File: src/rtl/addsub_mac_pipe.sv
// 3-stage (a +/- b) * c datapath with valid/ready backpressure, optional accumulate,
// and zero-operand multiplier gating with a saturating gated-result counter.
`timescale 1ns/1ps
module addsub_mac_pipe #(
  parameter int W     = 8,
  parameter int OUT_W = 16,
  parameter int CNT_W = 16
) (
  input  logic             clk,
  input  logic             reset,
  input  logic [W-1:0]     a,
  input  logic [W-1:0]     b,
  input  logic [W-1:0]     c,
  input  logic [1:0]       mode,
  input  logic             in_valid,
  output logic             in_ready,
  input  logic             acc_clr,
  output logic [OUT_W-1:0] d,
  output logic             out_valid,
  input  logic             out_ready,
  output logic [CNT_W-1:0] gate_cnt
);

  logic en1, en2, en3, load3;

  logic             v1_q, v2_q, v3_q;
  logic [W-1:0]     a1_q, b1_q, c1_q;
  logic [1:0]       mode1_q;
  logic [W:0]       sum2_q;
  logic [W-1:0]     c2_q;
  logic             z2_q, accm2_q;
  logic [OUT_W-1:0] d_q, d_d;
  logic [OUT_W-1:0] acc_q, acc_d;
  logic [CNT_W-1:0] gate_cnt_q, gate_cnt_d;

  logic [W:0]       sum_d;
  logic             z_d;
  logic [2*W:0]     prod_full;
  logic [OUT_W-1:0] prod, acc_base, acc_sum;

  // Enable chain runs from the sink backwards so bubbles collapse.
  assign en3      = !v3_q | out_ready;
  assign en2      = !v2_q | en3;
  assign en1      = !v1_q | en2;
  assign in_ready = en1;
  assign load3    = en3 & v2_q;

  always_ff @(posedge clk or posedge reset) begin
    if (reset) begin
      v1_q    <= 1'b0;
      a1_q    <= '0;
      b1_q    <= '0;
      c1_q    <= '0;
      mode1_q <= '0;
    end else if (en1) begin
      v1_q <= in_valid;
      if (in_valid) begin
        a1_q    <= a;
        b1_q    <= b;
        c1_q    <= c;
        mode1_q <= mode;
      end
    end
  end

  assign sum_d = mode1_q[0] ? ({1'b0, a1_q} + {1'b0, b1_q})
                            : ({1'b0, a1_q} - {1'b0, b1_q});
  assign z_d   = (c1_q == '0);

  // Multiplier operands hold on zero beats so the multiplier inputs do not toggle.
  always_ff @(posedge clk or posedge reset) begin
    if (reset) begin
      v2_q    <= 1'b0;
      sum2_q  <= '0;
      c2_q    <= '0;
      z2_q    <= 1'b0;
      accm2_q <= 1'b0;
    end else if (en2) begin
      v2_q <= v1_q;
      if (v1_q) begin
        z2_q    <= z_d;
        accm2_q <= mode1_q[1];
        if (!z_d) begin
          sum2_q <= sum_d;
          c2_q   <= c1_q;
        end
      end
    end
  end

  assign prod_full = {{W{1'b0}}, sum2_q} * {{(W+1){1'b0}}, c2_q};
  assign prod      = z2_q ? '0 : prod_full[OUT_W-1:0];
  assign acc_base  = acc_clr ? '0 : acc_q;
  assign acc_sum   = acc_base + prod;

  always_comb begin
    d_d        = d_q;
    acc_d      = acc_q;
    gate_cnt_d = gate_cnt_q;
    if (load3) begin
      d_d = accm2_q ? acc_sum : prod;
      if (z2_q && (gate_cnt_q != '1))
        gate_cnt_d = gate_cnt_q + CNT_W'(1);
    end
    if (load3 && accm2_q)
      acc_d = acc_sum;
    else if (acc_clr)
      acc_d = '0;
  end

  always_ff @(posedge clk or posedge reset) begin
    if (reset) begin
      v3_q       <= 1'b0;
      d_q        <= '0;
      acc_q      <= '0;
      gate_cnt_q <= '0;
    end else begin
      if (en3)
        v3_q <= v2_q;
      d_q        <= d_d;
      acc_q      <= acc_d;
      gate_cnt_q <= gate_cnt_d;
    end
  end

  assign d         = d_q;
  assign out_valid = v3_q;
  assign gate_cnt  = gate_cnt_q;

endmodule

File: config.mk
export PLATFORM = sky130hd
export DESIGN_NAME = addsub_mac_pipe
export DESIGN_NICKNAME = d
export VERILOG_FILES = /design/src/rtl/addsub_mac_pipe.sv
export SDC_FILE = /design/constraint.sdc
export NUM_CORES = 1
export LEC_CHECK = 0
export BUFFER_PORTS_ARGS = -buffer_cell sky130_fd_sc_hd__clkbuf_2
export CAP_MARGIN = 20
export CORE_ASPECT_RATIO = 0.7
export CORE_MARGIN = 2
export CORE_UTILIZATION = 40
export CTS_CLUSTER_SIZE = 40
export DETAILED_ROUTE_END_ITERATION = 16
export PLACE_DENSITY = 0.61
export RECOVER_POWER = 100
export SLEW_MARGIN = 0
export SYNTH_ARGS = -nofsm -noshare
export SYNTH_HDL_FRONTEND = slang
export SYNTH_SLANG_ARGS = --single-unit
export TNS_END_PERCENT = 50
File: constraint.sdc
create_clock -name clk -period 8.36 [get_ports clk]
set_input_delay 0.418 -clock clk [delete_from_list [all_inputs] [get_ports clk]]
set_output_delay 0.418 -clock clk [all_outputs]
set_load 0.005 [all_outputs]
==> results of run 1 <==
stage by stage:
stage	utilization (%)	cell area (sq um)
floorplan	-	7420
global placement	44.2	8000
detailed placement	44.2	8000
CTS	45.9	8310
global route	45.6	8250
finish	45.6	8250
path summary, 6_finish.rpt:
| kind | from | end | slack, ps |
|---|---|---|---|
| max reg2reg | sum2_q[2] | acc_q[14] | 2300 |
| max | sum2_q[2] | acc_q[14] | 2300 |
| min in group asynchronous | reset | a1_q[7] | 440 |
| min | in_valid | v1_q | 260 |
| max in group asynchronous | reset | acc_q[1] | 4330 |
| min reg2reg | d[1] | d[1] | 480 |
synthesized netlist by cell type (2+ instances only):
master / number / area share (%)
and3_1: 2 / 0.17
o21ai_1: 18 / 1.2
o21ai_0: 22 / 1.5
nor2b_1: 22 / 1.9
dfrtp_1: 96 / 32
nor4_1: 2 / 0.17
mux2i_1: 7 / 0.94
or3_1: 5 / 0.42
xor2_1: 16 / 1.9
a22oi_1: 2 / 0.20
o221ai_1: 2 / 0.24
clkbuf_1: 19 / 0.96
o31ai_1: 2 / 0.20
buf_1: 2 / 0.10
nor2_1: 44 / 2.2
fa_1: 43 / 12
nand3_1: 7 / 0.47
or2_1: 2 / 0.17
o21bai_1: 5 / 0.51
a21o_1: 8 / 0.81
nand2b_1: 10 / 0.84
nor3_1: 13 / 0.88
ha_1: 60 / 10
a31oi_1: 4 / 0.34
and2_1: 58 / 4.9
nand4_1: 3 / 0.25
inv_1: 75 / 3.8
o21a_1: 6 / 0.61
a21oi_1: 33 / 2.2
nand2_1: 65 / 3.3
mux2_2: 45 / 6.8
a21bo_1: 2 / 0.27
xnor2_1: 34 / 4.0
a211oi_1: 7 / 0.71
per-layer routing:
layer	part of all wire, %	wire length, microns
met1	55	8520
met2	40	6200
met3	3.8	590
met4	1.2	182
met5	0	0
cell type report:
cell class | instances | area (sq um) | share of cell area, %
Clock inverter | 7 | 81.3 | 0.985
Sequential cell | 96 | 2400 | 29.1
Inverter | 76 | 287 | 3.47
Tap cell | 236 | 295 | 3.58
Multi-Input combinational cell | 569 | 4620 | 56.0
Timing Repair Buffer | 70 | 339 | 4.11
Clock buffer | 9 | 225 | 2.73
layout by cell type (no fill, tap or decap), types with 16 or more instances in the layout:
master,n
fa_1,43
o21ai_0,30
inv_1,74
clkbuf_2,49
clkbuf_1,17
xor2_1,16
dfrtp_1,96
ha_1,60
nand2_1,65
nor2_1,45
xnor2_1,34
nor2b_1,22
a21oi_1,33
and2_1,50
mux2_2,44
worst register-to-register path, delay by kind of cell (launching register included):
| kind | cells | cell delay (ps) |
|---|---|---|
| buffers and inverters | 2 | 90 |
| XOR/XNOR | 1 | 150 |
| flip-flops | 1 | 520 |
| adder cells (fa/ha/maj) | 6 | 2710 |
| AO/OA/AOI/OAI | 7 | 1600 |
| AND/OR/NAND/NOR | 6 | 870 |
registers in the layout (all words and copies together), names as in the netlist:
register,count
out_valid,1
c2_q,8
accm2_q,1
z2_q,1
d,16
mode1_q,2
c1_q,8
acc_q,16
b1_q,8
gate_cnt,16
v2_q,1
v1_q,1
sum2_q,9
a1_q,8
logic make-up after synthesis:
group	after synthesis	synth area share, %
AOI/OAI and AO/OA	123	10.6
xor gates and xnor gates	50	5.90
adders and majority gates	103	21.7
buffers and inverters	97	4.90
DFF	96	32.4
muxes	53	7.92
and+or+nand+nor	240	16.6
==> results.sh, run 1 <==
export IMPL_clk_latency_ps=360
export IMPL_async_flop_share_pct=100
export IMPL_setup_ws_ps=2300
export IMPL_dr_total_vias=5350
export IMPL_die_x_microns=167
export IMPL_coreArea_sq_mm=0.0181
export IMPL_core_rowCount=41
export IMPL_gp_congestion=0.839
export IMPL_finClkSkew_ps=10.6
export IMPL_grtUsageTotal_pct=17.3
export IMPL_clockRootBuffer="clkbuf_16"
export IMPL_clk_path_buf_depth=2
export IMPL_synth_area_sq_mm=0.00742
export IMPL_antenna_cells=0
export IMPL_place_ws_ps=2440
export IMPL_top_usage_layer="met1"
export IMPL_initial_core_util_pct=41.0
export IMPL_overflow=0
export IMPL_synth_seq_cells=96
export IMPL_final_hold_violation_count=0
export IMPL_clk_pin_slew_ps=80
export IMPL_period_share_pct=72.5
export IMPL_final_net_count=956
export IMPL_cts_resized=0
export IMPL_hp_class="in -> reg"
export IMPL_worst_setup_path_type="reg -> reg"
export IMPL_timing_critical_path_mode_cell="fa_1"
export IMPL_vias_per_cell=5.03
export IMPL_ant_nets=0
export IMPL_path_cells="and2_1, fa_1, fa_1, inv_1, fa_1, fa_1, inv_1, ha_1, o21ai_0, nor2_1, o21a_1, nor2_1, xor2_1, nor2_1, ha_1, a211oi_1, nand2_1, o21ai_0, a21oi_1, o21a_1, or3_1, a31o_1"
export IMPL_post_drt_wl_per_cell_microns=14.6
export IMPL_dr_pass1_iters=5
export IMPL_synthCells=762
export IMPL_fin_cells=1063
export IMPL_slowest_delay_ps=550
export IMPL_grt_setup_unrepaired="no"
export IMPL_tritoncts="built"
export IMPL_area_growth_pct=11.2
export IMPL_setup_viol=0
export IMPL_drcViolationCount=0
export IMPL_dieArea_sq_mm=0.0197
export IMPL_syn_num_nets=896
export IMPL_pin_count=65
export IMPL_synth_warnings=0
export IMPL_first_iter_violations=291
export IMPL_detail_route_wirelength_microns=15500
export IMPL_critPathTopFamily="adder cells"
export IMPL_groute_layer_met2_usage_pct=24.7
export IMPL_ys_types=55
export IMPL_cts_buffers_inserted=9
export IMPL_crit_cells=22
export IMPL_grt_max_degree=59
export IMPL_critPathMaxFanout=9
export IMPL_tightest_slew_ps=3130
export IMPL_violations="max-capacitance violations, max-slew violations"
export IMPL_dp_cells=1046
export IMPL_grt_pass1_vias=5537
export IMPL_synth_avg_cell_area_sq_um=9.74
export IMPL_fmax_mhz=165
export IMPL_finalHoldWorstSlack_ps=264
export IMPL_status="complete, but fails checks"
export IMPL_cp_slowest_cell="fa_1"
export IMPL_hold_buffers=0
export IMPL_grt_pass1_wl_microns=27600
export IMPL_post_cts_setup_buffers=0
export IMPL_synth_ff_type="dfrtp_1"
export IMPL_slew_headroom_pct=-108
export IMPL_maxCapViolCount=2
export IMPL_cp_required_ps=8620
export IMPL_cp_arrival_ps=6320
export IMPL_grtUsageMet3_pct=3.19
export IMPL_final_setup_tns_ps=0
export IMPL_critPathBufInv=2
export IMPL_end_kind="register"
export IMPL_antenna_found_initial=0
export IMPL_fillers=1805
export IMPL_portBuffers=64
export IMPL_dp_hpwl_microns=11700
export IMPL_cts_htree_levels=3
export IMPL_clock_sinks=96
export IMPL_use_met1_pct=26.6
export IMPL_period_needed_ps=6060
export IMPL_startpoint_type="register"
export IMPL_die_h_microns=118
export IMPL_hold_depth=2
export IMPL_yosysSeqAreaShare_pct=32.4
export IMPL_synth_edf_count=0
export IMPL_final_max_slew_viol_count=99
export IMPL_r2r_cells=22
export IMPL_drive_gt1_share_pct=14.3
Power of run 1 is not shown: default switching activity piles up to over one toggle a cycle in this logic, so the estimate is an artifact.
==> run 2: changes to the inputs <==
--- a/config.mk
+++ b/config.mk
@@ -12,7 +12,7 @@
 export CORE_UTILIZATION = 40
 export CTS_CLUSTER_SIZE = 40
 export DETAILED_ROUTE_END_ITERATION = 16
-export PLACE_DENSITY = 0.61
+export PLACE_DENSITY = 0.63
 export RECOVER_POWER = 100
 export SLEW_MARGIN = 0
 export SYNTH_ARGS = -nofsm -noshare
==> constraint.sdc (replaced) <==
create_clock -name clk -period 4.96 [get_ports clk]
set_input_delay 0.248 -clock clk [delete_from_list [all_inputs] [get_ports clk]]
set_output_delay 0.248 -clock clk [all_outputs]
set_load 0.005 [all_outputs]
==> run 2 against run 1 <==
The run ends with max-capacitance violations, max-slew violations, negative setup slack left. Clock-buffer cell count rose by 1. Core utilization increased by 6.8 points. Design area up 15%. Die area unchanged. Routed wire length grew 11%. Maximum frequency grew 12%. Critical path type unchanged. Critical endpoint unchanged. Highest routed layer unchanged.
==> results.sh, run 2 (synthesized netlist as in run 1, its figures left out) <==
export IMPL_status="complete, but fails checks"
export IMPL_violations="max-capacitance violations, max-slew violations, negative setup slack"
export IMPL_first_iter_violations=331
export IMPL_startpoint_type="register"
export IMPL_hold_depth=2
export IMPL_end_kind="register"
export IMPL_grtUsageTotal_pct=18.4
export IMPL_stdcell_area_sq_mm=0.00949
export IMPL_grt_setup_unrepaired="yes"
export IMPL_die_h_microns=118
export IMPL_cts_buffers_inserted=9
export IMPL_dr_pass1_iters=5
export IMPL_critPathMaxFanout=4
export IMPL_clockRootBuffer="clkbuf_16"
export IMPL_dieArea_sq_mm=0.0197
export IMPL_coreArea_sq_mm=0.0181
export IMPL_initial_core_util_pct=41.0
export IMPL_pin_count=65
export IMPL_dpl_instance_area_sq_mm=0.00873
export IMPL_cp_required_ps=5210
export IMPL_dr_total_vias=5881
export IMPL_clock_sinks=96
export IMPL_core_rowCount=41
export IMPL_r2r_start="c2_q[2]"
export IMPL_finClkSkew_ps=8.60
export IMPL_clk_latency_ps=360
export IMPL_grt_pass1_wl_microns=29500
export IMPL_cp_arrival_ps=5670
export IMPL_antenna_found_initial=0
export IMPL_grt_pass1_vias=5994
export IMPL_slew_headroom_pct=-13.2
export IMPL_cts_htree_levels=3
export IMPL_clk_path_buf_depth=2
export IMPL_drive_gt1_share_pct=33.8
export IMPL_die_x_microns=167
export IMPL_hp_class="in -> reg"
export IMPL_final_net_count=1070
export IMPL_tightest_slew_ps=1700
export IMPL_layout_common_cells="buf_4 (110), dfrtp_1 (85), inv_1 (66)"
export IMPL_period_needed_ps=5420
export IMPL_r2r_end="acc_q[14]"
export IMPL_fin_cells=1178
export IMPL_portBuffers=64
export IMPL_gp_congestion=0.843
export IMPL_tritoncts="built"
export IMPL_setup_viol=14
export IMPL_hold_path_endpoint="v1_q"
export IMPL_r2r_cells=25
export IMPL_dp_cells=1125
export IMPL_vias_per_cell=4.99
export IMPL_grt_max_degree=78
export IMPL_holdCritStartpoint="in_valid"
export IMPL_detail_route_wirelength_microns=17200
export IMPL_ff2ff_setup_slack_ps=-460
export IMPL_area_growth_pct=27.9
export IMPL_dp_hpwl_microns=12600
export IMPL_maxCapViolCount=1
export IMPL_clk_pin_slew_ps=80
export IMPL_layout_commonest_cell="buf_4"
export IMPL_overflow=0
export IMPL_post_drt_wl_per_cell_microns=14.6
export IMPL_setup_ws_ps=-457
export IMPL_final_max_slew_viol_count=67
export IMPL_period_share_pct=109
export IMPL_final_hold_violation_count=0
export IMPL_drcViolationCount=0
export IMPL_fmax_mhz=185
export IMPL_ant_nets=0
export IMPL_worst_setup_path_type="reg -> reg"
[run 2: cell count changes in the layout (fill, tap and decap cells not counted), moves of 8 or more]
| cell | change |
|---|---|
| dfrtp_1 | -11 |
| ha_1 | -9 |
| and2_4 | +14 |
| a21oi_2 | +9 |
| and2_1 | -8 |
| inv_1 | -8 |
| dfrtp_2 | +11 |
| inv_2 | +9 |
| a21oi_1 | -9 |
| buf_4 | +106 |
| o21ai_0 | -12 |
[run 2: routing by layer]
metal	global-route usage [%]	vias to the layer above	wire length [microns]
met5	0	-	0
met4	3.02	0	138
met3	3.67	14	668
met2	27.9	104	7470
met1	27.5	2874	8890
li1	-	2889	-
[run 2: worst max-delay path by stage]
stage	startpoint	to	slack (ps)
2_1_floorplan	c2_q[5]	acc_q[14]	-260
3_3_place_gp	c2_q[5]	acc_q[15]	-470
3_5_place_dp	c2_q[4]	acc_q[14]	-550
4_1_cts	sum2_q[3]	acc_q[14]	-400
5_1_grt	c2_q[2]	acc_q[14]	-710
6_report	c2_q[2]	acc_q[14]	-460
[run 2: layout make-up]
cell class / count / area, sq um
diodes: 1 / 2.50
clock buffers: 10 / 239
clock inverters: 6 / 61.3
fillers: 1656 / 8620
inverters: 76 / 287
multi-input cells: 569 / 4980
flip-flops and latches: 96 / 2420
well taps: 236 / 295
repair buffers: 184 / 1210
[run 2: metrics by stage]
step	setup slack [ps]	utilization [%]	hold slack [ps]	setup TNS, ps
2_1_floorplan	-255	-	356	-680
3_3_place_gp	-472	48.2	195	-3500
5_1_grt	-707	52.4	82.2	-7650
3_5_place_dp	-549	48.2	198	-3920
4_1_cts	-404	51.7	78.2	-3220
6_report	-457	52.4	94.1	-3640
[run 2: critical path, stage by stage, from the launching register on]
cell	delay, ps
dfrtp_2	430
buf_4	150
and2_4	130
fa_2	330
fa_1	480
inv_1	50
fa_1	450
fa_1	530
inv_2	50
ha_4	230
o21ai_4	170
nor2_2	70
o21a_1	190
nor2_2	130
xor2_1	180
nor2_1	90
ha_1	320
buf_4	150
o21a_1	100
o21ai_2	110
a21oi_1	60
o21ai_2	90
a21oi_2	80
o21a_1	190
or3_1	340
a31o_1	200
[run 2: timing repair]
item,4_1_cts,5_1_grt
gates cloned,0,0
gates resized for setup,33,41
setup buffers,28,11
pin swaps,21,35
endpoints found under the hold margin,19,0
setup endpoints to repair,14,18
hold buffers,1,0
Power of run 2 is left out for the same reason.
==> run 3: changes to the inputs <==
--- a/config.mk
+++ b/config.mk
@@ -5,6 +5,7 @@
 export SDC_FILE = /design/constraint.sdc
 export NUM_CORES = 1
 export LEC_CHECK = 0
+export ABC_AREA = 1
 export BUFFER_PORTS_ARGS = -buffer_cell sky130_fd_sc_hd__clkbuf_2
 export CAP_MARGIN = 20
 export CORE_ASPECT_RATIO = 0.7
@@ -18,4 +19,3 @@
 export SYNTH_ARGS = -nofsm -noshare
 export SYNTH_HDL_FRONTEND = slang
 export SYNTH_SLANG_ARGS = --single-unit
-export TNS_END_PERCENT = 50
==> run 3 against run 2 <==
The run still ends with max-capacitance violations, max-slew violations, negative setup slack left. Die area is 3.7% higher. Clock skew up 2.9 ps. Synthesized area grew 3.9%. Core utilization rose by 0.95 points. Setup slack better by 310 ps. Sequential cell count stayed put. Design area increased by 6.4%.
==> results.sh, run 3 <==
export IMPL_drcViolationCount=0
export IMPL_vias_per_cell=4.77
export IMPL_synth_ff_type="dfrtp_1"
export IMPL_antenna_found_initial=0
export IMPL_tightest_slew_ps=2080
export IMPL_fillers=1757
export IMPL_synth_seq_cells=96
export IMPL_grt_pass1_vias=6892
export IMPL_layout_common_cells="nand2_1 (249), inv_1 (190), buf_4 (113)"
export IMPL_setup_ws_ps=-150
export IMPL_yosysSeqAreaShare_pct=31.2
export IMPL_post_drt_wl_per_cell_microns=13.2
export IMPL_clk_pin_slew_ps=80
export IMPL_status="complete, but fails checks"
export IMPL_dr_pass1_iters=5
export IMPL_grt_pass1_wl_microns=32600
export IMPL_die_h_microns=120
export IMPL_critPathMaxFanout=6
export IMPL_startpoint="c2_q[5]"
export IMPL_drive_gt1_share_pct=28.4
export IMPL_tritoncts="built"
export IMPL_r2r_start="c2_q[5]"
export IMPL_layout_commonest_cell="nand2_1"
export IMPL_netlist_top_cell_by_area="dfrtp_1"
export IMPL_synth_top_cell_area_share_pct=31.2
export IMPL_final_hold_violation_count=0
export IMPL_r2r_end="d[14]"
export IMPL_coreArea_sq_mm=0.0189
export IMPL_synthTopCellsByArea="dfrtp_1 (31%), nand2_1 (13%), fa_1 (11%), inv_1 (10%), ha_1 (9.7%)"
export IMPL_grtUsageTotal_pct=19.6
export IMPL_worst_setup_path_type="reg -> reg"
export IMPL_pin_count=65
export IMPL_clockRootBuffer="clkbuf_16"
export IMPL_clk_latency_ps=360
export IMPL_synth_warnings=0
export IMPL_dieArea_sq_mm=0.0204
export IMPL_violations="max-capacitance violations, max-slew violations, negative setup slack"
export IMPL_portBuffers=64
export IMPL_synthCells=1030
export IMPL_period_needed_ps=5110
export IMPL_cp_arrival_ps=5350
export IMPL_place_ws_ps=-417
export IMPL_syn_num_nets=1164
export IMPL_initial_core_util_pct=40.8
export IMPL_antenna_cells=0
export IMPL_dp_hpwl_microns=13700
export IMPL_core_rowCount=42
export IMPL_ant_nets=0
export IMPL_gp_congestion=0.884
export IMPL_detail_route_wirelength_microns=19200
export IMPL_startpoint_type="register"
export IMPL_hp_class="in -> reg"
export IMPL_synthTopCellsByCount="nand2_1 (275), inv_1 (209), dfrtp_1 (96)"
export IMPL_grt_setup_unrepaired="yes"
export IMPL_clk_path_buf_depth=2
export IMPL_overflow=0
export IMPL_critPathCapture="d[14]"
export IMPL_first_iter_violations=425
export IMPL_dr_total_vias=6902
export IMPL_r2r_cells=26
export IMPL_async_flop_share_pct=100
export IMPL_cp_required_ps=5200
export IMPL_area_growth_pct=30.9
export IMPL_ys_types=37
export IMPL_final_max_slew_viol_count=50
export IMPL_period_share_pct=103
export IMPL_cts_htree_levels=3
export IMPL_grt_max_degree=50
export IMPL_slew_headroom_pct=-39.5
export IMPL_yosysMostFrequentCell="nand2_1"
export IMPL_hold_depth=2
export IMPL_end_kind="register"
export IMPL_synth_edf_count=0
export IMPL_die_x_microns=170
export IMPL_synth_area_sq_mm=0.00771
export IMPL_ff2ff_setup_slack_ps=-150
export IMPL_cts_buffers_inserted=9
export IMPL_finClkSkew_ps=11.5
export IMPL_fmax_mhz=196
export IMPL_setup_viol=9
export IMPL_final_net_count=1334
export IMPL_maxCapViolCount=1
export IMPL_synth_avg_cell_area_sq_um=7.49
export IMPL_clock_sinks=96
-- run 3: cells by family (layout without fill, tap and decap cells) --
family                   Yosys count  after routing  synth area share (%)
buffers and inverters            244            419                  12.1
adder cells (fa/ha/maj)          103            103                  20.9
AO/OA/AOI/OAI                    111            111                  7.94
multiplexers                       9              9                  1.31
AND/OR/NAND/NOR                  437            437                  23.2
XOR/XNOR                          30             30                  3.41
flip-flops                        96             96                  31.2
-- run 3: cell type report --
cell class / count / area, sq um / share of cell area (%)
clock buffer: 9 / 225 / 2.23
clock inverter: 7 / 78.8 / 0.781
multi-input combinational: 690 / 4990 / 49.4
inverter: 213 / 802 / 7.94
timing repair buffer: 190 / 1280 / 12.7
tap: 242 / 303 / 3.00
sequential: 96 / 2410 / 23.9
-- run 3: repair_timing --
| item | 4_1_cts | 5_1_grt |
|---|---|---|
| endpoints found under the hold margin | 48 | 0 |
| pin swaps | 63 | 44 |
| endpoints found under the setup margin | 17 | 18 |
| gates resized for setup | 96 | 70 |
| setup buffers | 46 | 9 |
| gates cloned | 0 | 0 |
| hold buffers | 1 | 0 |
-- run 3: worst max-delay path, cell delays in order, from the launching register on --
cell and delay (ps):
dfrtp_2 480, nand2_2 90, inv_2 40, fa_1 580
fa_1 440, fa_1 510, inv_2 40, fa_1 510
inv_2 50, ha_4 290, nand2_1 150, nor2_2 160
nand2_1 80, nand3_2 100, nand3_2 90, nand3_2 80
nand2_2 60, a21oi_4 200, ha_4 240, buf_6 120
a21oi_2 120, o31ai_1 70, nor2_1 100, nand2_1 80
xor2_1 160, nand2_1 70, nand3_1 70
-- run 3: how the worst min path moves through the flow --
| stage | start | endpoint |
|---|---|---|
| floorplan | a[0] | a1_q[0] |
| global placement | reset | v1_q |
| detailed placement | reset | c1_q[3] |
| CTS | a[0] | a1_q[0] |
| global route | a[2] | a1_q[2] |
| finish | a[1] | a1_q[1] |
-- run 3: layer usage --
metal / global-route usage [%] / wire (microns)
met5: 0 / 0
met4: 3.85 / 252
met3: 3.66 / 748
met2: 30.2 / 8360
met1: 28.9 / 9790
-- run 3: per-stage QoR --
| stage | area (sq um) | TNS [ps] | util [%] | hold WS (ps) | std cells |
|---|---|---|---|---|---|
| floorplan | 7780 | 0 | - | 399 | 1030 |
| global placement | 8780 | -3370 | 46.4 | 355 | 1375 |
| detailed placement | 8780 | -4510 | 46.4 | 357 | 1375 |
| CTS | 9790 | -40.8 | 51.8 | 97.9 | 1438 |
| global route | 10100 | -3050 | 53.4 | 101 | 1447 |
| finish | 10100 | -622 | 53.4 | 110 | 1447 |
Power of run 3 is left out for the same reason.
